[src/rtl/pipe_stage_reg.sv]
// Pipeline stage register with a one-entry skid buffer, flush, and
// saturating stall/bubble performance counters.
module pipe_stage_reg #(
  parameter int unsigned       XLEN        = 64,
  parameter int unsigned       CTRL_W      = 24,
  parameter logic [CTRL_W-1:0] BUBBLE_CTRL = '0,
  parameter int unsigned       CNT_W       = 32
) (
  input  logic              clk,
  input  logic              rst,
  input  logic              flush,
  input  logic              in_valid,
  output logic              in_ready,
  input  logic [XLEN-1:0]   in_valA,
  input  logic [XLEN-1:0]   in_valB,
  input  logic [XLEN-1:0]   in_imm,
  input  logic [XLEN-1:0]   in_pc,
  input  logic [XLEN-1:0]   in_pre_pc,
  input  logic [31:0]       in_instr,
  input  logic [CTRL_W-1:0] in_ctrl,
  output logic              out_valid,
  input  logic              out_ready,
  output logic [XLEN-1:0]   out_valA,
  output logic [XLEN-1:0]   out_valB,
  output logic [XLEN-1:0]   out_imm,
  output logic [XLEN-1:0]   out_pc,
  output logic [XLEN-1:0]   out_pre_pc,
  output logic [31:0]       out_instr,
  output logic [CTRL_W-1:0] out_ctrl,
  output logic [CNT_W-1:0]  stall_cnt,
  output logic [CNT_W-1:0]  bubble_cnt
);

  typedef struct packed {
    logic [XLEN-1:0]   val_a;
    logic [XLEN-1:0]   val_b;
    logic [XLEN-1:0]   imm;
    logic [XLEN-1:0]   pc;
    logic [XLEN-1:0]   pre_pc;
    logic [31:0]       instr;
    logic [CTRL_W-1:0] ctrl;
  } entry_t;

  // EMPTY: M and S free; ONE: M live; FULL: M and S live.
  typedef enum logic [1:0] {
    EMPTY = 2'd0,
    ONE   = 2'd1,
    FULL  = 2'd2
  } state_t;

  state_t             r_state, w_state_nxt;
  entry_t             r_m, r_s, w_m_nxt, w_s_nxt;
  entry_t             w_in, w_bubble;
  logic               r_in_ready, r_out_valid;
  logic               w_accept, w_drain;
  logic [CNT_W-1:0]   r_stall_cnt, r_bubble_cnt;

  assign w_in     = '{val_a: in_valA, val_b: in_valB, imm: in_imm, pc: in_pc,
                      pre_pc: in_pre_pc, instr: in_instr, ctrl: in_ctrl};
  assign w_bubble = '{val_a: '0, val_b: '0, imm: '0, pc: '0,
                      pre_pc: '0, instr: '0, ctrl: BUBBLE_CTRL};

  assign w_accept = in_valid & r_in_ready & ~flush;
  assign w_drain  = r_out_valid & out_ready;

  always_comb begin
    w_state_nxt = r_state;
    w_m_nxt     = r_m;
    w_s_nxt     = r_s;
    if (flush) begin
      w_state_nxt = EMPTY;
      w_m_nxt     = w_bubble;
      w_s_nxt     = w_bubble;
    end else begin
      case (r_state)
        EMPTY: begin
          if (w_accept) begin
            w_m_nxt     = w_in;
            w_state_nxt = ONE;
          end
        end
        ONE: begin
          if (w_accept && w_drain) begin
            w_m_nxt = w_in;
          end else if (w_accept) begin
            w_s_nxt     = w_in;
            w_state_nxt = FULL;
          end else if (w_drain) begin
            w_m_nxt     = w_bubble;
            w_state_nxt = EMPTY;
          end
        end
        FULL: begin
          if (w_drain) begin
            w_m_nxt     = r_s;
            w_s_nxt     = w_bubble;
            w_state_nxt = ONE;
          end
        end
        default: begin
          w_state_nxt = EMPTY;
          w_m_nxt     = w_bubble;
          w_s_nxt     = w_bubble;
        end
      endcase
    end
  end

  // Handshake flags are registered copies of the next state, keeping
  // in_ready free of any combinational path from the ports.
  always_ff @(posedge clk) begin
    if (rst) begin
      r_state     <= EMPTY;
      r_m         <= w_bubble;
      r_s         <= w_bubble;
      r_in_ready  <= 1'b1;
      r_out_valid <= 1'b0;
    end else begin
      r_state     <= w_state_nxt;
      r_m         <= w_m_nxt;
      r_s         <= w_s_nxt;
      r_in_ready  <= (w_state_nxt != FULL);
      r_out_valid <= (w_state_nxt != EMPTY);
    end
  end

  always_ff @(posedge clk) begin
    if (rst) begin
      r_stall_cnt  <= '0;
      r_bubble_cnt <= '0;
    end else begin
      if (r_out_valid && !out_ready && (r_stall_cnt != {CNT_W{1'b1}}))
        r_stall_cnt <= r_stall_cnt + CNT_W'(1);
      if (!r_out_valid && (r_bubble_cnt != {CNT_W{1'b1}}))
        r_bubble_cnt <= r_bubble_cnt + CNT_W'(1);
    end
  end

  assign in_ready   = r_in_ready;
  assign out_valid  = r_out_valid;
  assign out_valA   = r_m.val_a;
  assign out_valB   = r_m.val_b;
  assign out_imm    = r_m.imm;
  assign out_pc     = r_m.pc;
  assign out_pre_pc = r_m.pre_pc;
  assign out_instr  = r_m.instr;
  assign out_ctrl   = r_m.ctrl;
  assign stall_cnt  = r_stall_cnt;
  assign bubble_cnt = r_bubble_cnt;

endmodule
[config.mk]
export PLATFORM = sky130hd
export DESIGN_NAME = pipe_stage_reg
export DESIGN_NICKNAME = d
export VERILOG_FILES = /design/src/rtl/pipe_stage_reg.sv
export SDC_FILE = /design/constraint.sdc
export NUM_CORES = 2
export LEC_CHECK = 0
export BUFFER_PORTS_ARGS = -buffer_cell sky130_fd_sc_hd__clkbuf_2
export CORE_AREA = 4 4 319 321
export CTS_BUF_LIST = sky130_fd_sc_hd__clkbuf_2 sky130_fd_sc_hd__clkbuf_4 sky130_fd_sc_hd__clkbuf_8
export DETAILED_ROUTE_END_ITERATION = 10
export DIE_AREA = 0 0 323 325
export GPL_TIMING_DRIVEN = 1
export SETUP_SLACK_MARGIN = 0.05
export SYNTH_ARGS = -nofsm -noshare
export SYNTH_HDL_FRONTEND = slang
export SYNTH_SLANG_ARGS = --single-unit
[constraint.sdc]
create_clock -name clk -period 2.7 [get_ports clk]
set_input_delay 0.27 -clock clk [delete_from_list [all_inputs] [get_ports clk]]
set_output_delay 0.27 -clock clk [all_outputs]
set_load 0.005 [all_outputs]
==> metrics.txt <==
worst r2r dst=stall_cnt[1]; H-tree Lvls=4; Final period util=0.920; synth cell count leaders=820 x dfxtp_1, 543 x nor2_1, 417 x a21oi_1, 407 x nand2_1, 395 x nand3_1; Yosys warning total=0; core area=just under 100000 sq um; synth-to-layout area growth=38.6%; Netlist cell types=57; critical path capture point=stall_cnt[1]; CTS tree=built; maximum buffer depth of the clock tree=3; min cycle time layout=2480 ps; num rows=116; Post-synth EDFFs=0; post-route ant nets=0; critical path launch point type=register; Synth area leaders=dfxtp_1 49%, a22oi_1 8.4%, a32o_1 7.4%; Worst R2R Start=stall_cnt[0]; count leader, synth=dfxtp_1; initial antenna violation count=27; Die Span Y=325 um; maximum vdd drop=0.467 mV; RD Place Congestion=between 0.8 and 0.9; via count=36400; filler instances=9592; Die X=323 um; max_cap viols=0; crit path max fanout=13; Slew @ Worst Pin=between 900 and 1000 ps; residual DRC count=0; Hold Crit Class=in -> reg; Setup WS pre-CTS=283 ps; Req. time, crit path=3390 ps; Overflow after GRT=0; Layout Nets=~5400; Routed wire per std cell=approximately 21 um; Post-CTS Setup Inserts=0; R2R cell count=7; status=completed; element type at the critical path end=register; Post-Syn Area=33700 sq um; first-pass GRT wire length=209000 um; Synth Flop Type=dfxtp_1; largest net degree at the start of global routing=138; post-synthesis simple-gate area fraction=0.188; mean post-synth cell area=8.48 sq um; largest family of logic cells by synthesized area=compound AO/OA/AOI/OAI gates; WL final=between 100000 and 150000 um; final slew viol count=0; reg-to-reg slack, setup=220 ps; Port Buffers=822; 1st-pass router iterations=6; cell count after synthesis=3971; leakage power=17.4 nW; mux contribution to synthesized area=0.00286; WP data arrival=3170 ps; final setup vio count=0; GRT Total Usage=0.248; Initial Util=0.339; CP startpoint=stall_cnt[0]; setup TNS=0 ps; clock sinks=820; share of cells above drive strength 1=0.245; Final WS setup=between 200 and 250 ps; clk slew on worst S/H paths=around 60 ps; die footprint=105000 sq um; vias per cell=5.63; Synth Register Bits=820; Async SR Flop Fraction=0; Final Hold Viols=0; Synth Area in Adders=0.000743; Yosys top cell by area=dfxtp_1; total CTS buffers=148; post-synthesis net count=4354; CP Class=reg -> reg; Clock Latency Late Sink=820 ps; vias in the first global route=around 35000; DRT iter0 DRCs=3266; XOR/XNOR share of the synthesized area=0.00442; slew margin rel.=0.363; HPWL Detailed=roughly 90000 um; Max Clk Rate=403 MHz; Pwr Density=597 nW/um^2; Seq/Total Area, Yosys=0.488; Synth Area in Compound Gates=0.265; I/O pin count=slightly above 800; post-synth top area share=0.488; Root Driver=clkbuf_8; RSZ-0062 raised after global routing=false; Worst Skew=roughly 40 ps
## power by group
group          internal, mW  switching [mW]  leakage [nW]
clock network          7.20            5.52          1.70
logic                  1.27            1.50          9.05
registers              12.2           0.104          6.62
## registers in the layout, indices dropped and copies added (netlist names)
register and count:
bubble_cnt 32, in_ready 1, out_ctrl 24, out_imm 64, out_instr 32, out_pc 64, out_pre_pc 64, out_valA 64
out_valB 64, out_valid 1, r_s 376, r_state 2, stall_cnt 32
## worst min-delay path by stage
stage	end	depth (start not counted)	from	slack, ps
after global placement	r_s[26]	2	r_s[26]	440
after detailed placement	r_s[277]	2	r_s[277]	440
final	stall_cnt[9]	5	out_ready	140
after floorplan	r_s[0]	2	in_ctrl[0]	420
after CTS	stall_cnt[9]	5	out_ready	20
after global routing	stall_cnt[9]	5	out_ready	100
## cell type report
cell class              instances  area [sq um]  share of cell area
flip-flops and latches        820         16400               0.352
inverters                       8          37.5            0.000805
diodes                         24          60.1             0.00129
clock buffers                 233          2930              0.0627
repair buffers               1347          9660               0.207
multi-input cells            2711         15600               0.335
well taps                    1298          1620              0.0348
clock inverters                31           307             0.00657
## per-layer routing
| layer | vias up | track usage | share of wire |
|---|---|---|---|
| met5 | - | 0 | 0.00020 |
| met4 | 4 | 0.137 | 0.055 |
| met3 | 386 | 0.0661 | 0.085 |
| met2 | 1633 | 0.390 | 0.46 |
| met1 | 17600 | 0.308 | 0.40 |
| li1 | 16800 | - | - |
## placed cells by master (no fill, tap or decap), types with 8 or more instances in the layout
master / n
diode_2: 24
clkinv_2: 11
dlygate4sd3_1: 382
buf_12: 52
buf_4: 91
or3_1: 24
nand2_1: 407
a22oi_1: 376
o21ai_0: 19
clkbuf_4: 45
clkbuf_2: 822
a32o_1: 250
nand4_1: 22
dfxtp_1: 819
a21oi_1: 417
o31ai_1: 13
nand3_1: 395
clkinvlp_4: 8
xnor2_1: 14
nor2_1: 542
clkbuf_8: 188
or4_1: 14
a221oi_1: 126
## timing repair
item | in CTS | in global routing
gates resized for setup | 0 | 0
endpoints found under the hold margin | 811 | 0
hold buffers | 382 | 0
## through the flow
| stage | area [sq um] | std cells | power [mW] | utilization | hold WS, ps |
|---|---|---|---|---|---|
| finish | 46600 | 6472 | 27.8 | 0.470 | 138 |
| global route | 46600 | 6469 | 28.9 | 0.470 | 98.6 |
| CTS | 46600 | 6448 | 28.1 | 0.469 | 16.7 |
| detailed placement | 39500 | 5802 | 14.9 | 0.398 | 443 |
| global placement | 39500 | 5802 | 14.8 | 0.398 | 436 |
| floorplan | 33700 | 3971 | 13.8 | - | 422 |
## worst max-delay path, stage by stage (launching register included)
cell,delay (ps)
dfxtp_1,430
ha_1,290
nand4_1,180
or4_4,490
o31ai_4,450
buf_4,260
mux2i_1,210
nor2_1,50
## logic make-up after synthesis
| group | after synthesis |
|---|---|
| AOI/OAI and AO/OA | 1225 |
| xor gates and xnor gates | 17 |
| adders and majority gates | 2 |
| buffers and inverters | 440 |
| DFF | 820 |
| muxes | 8 |
| and+or+nand+nor | 1459 |
Power figures use the tool's default switching activity.
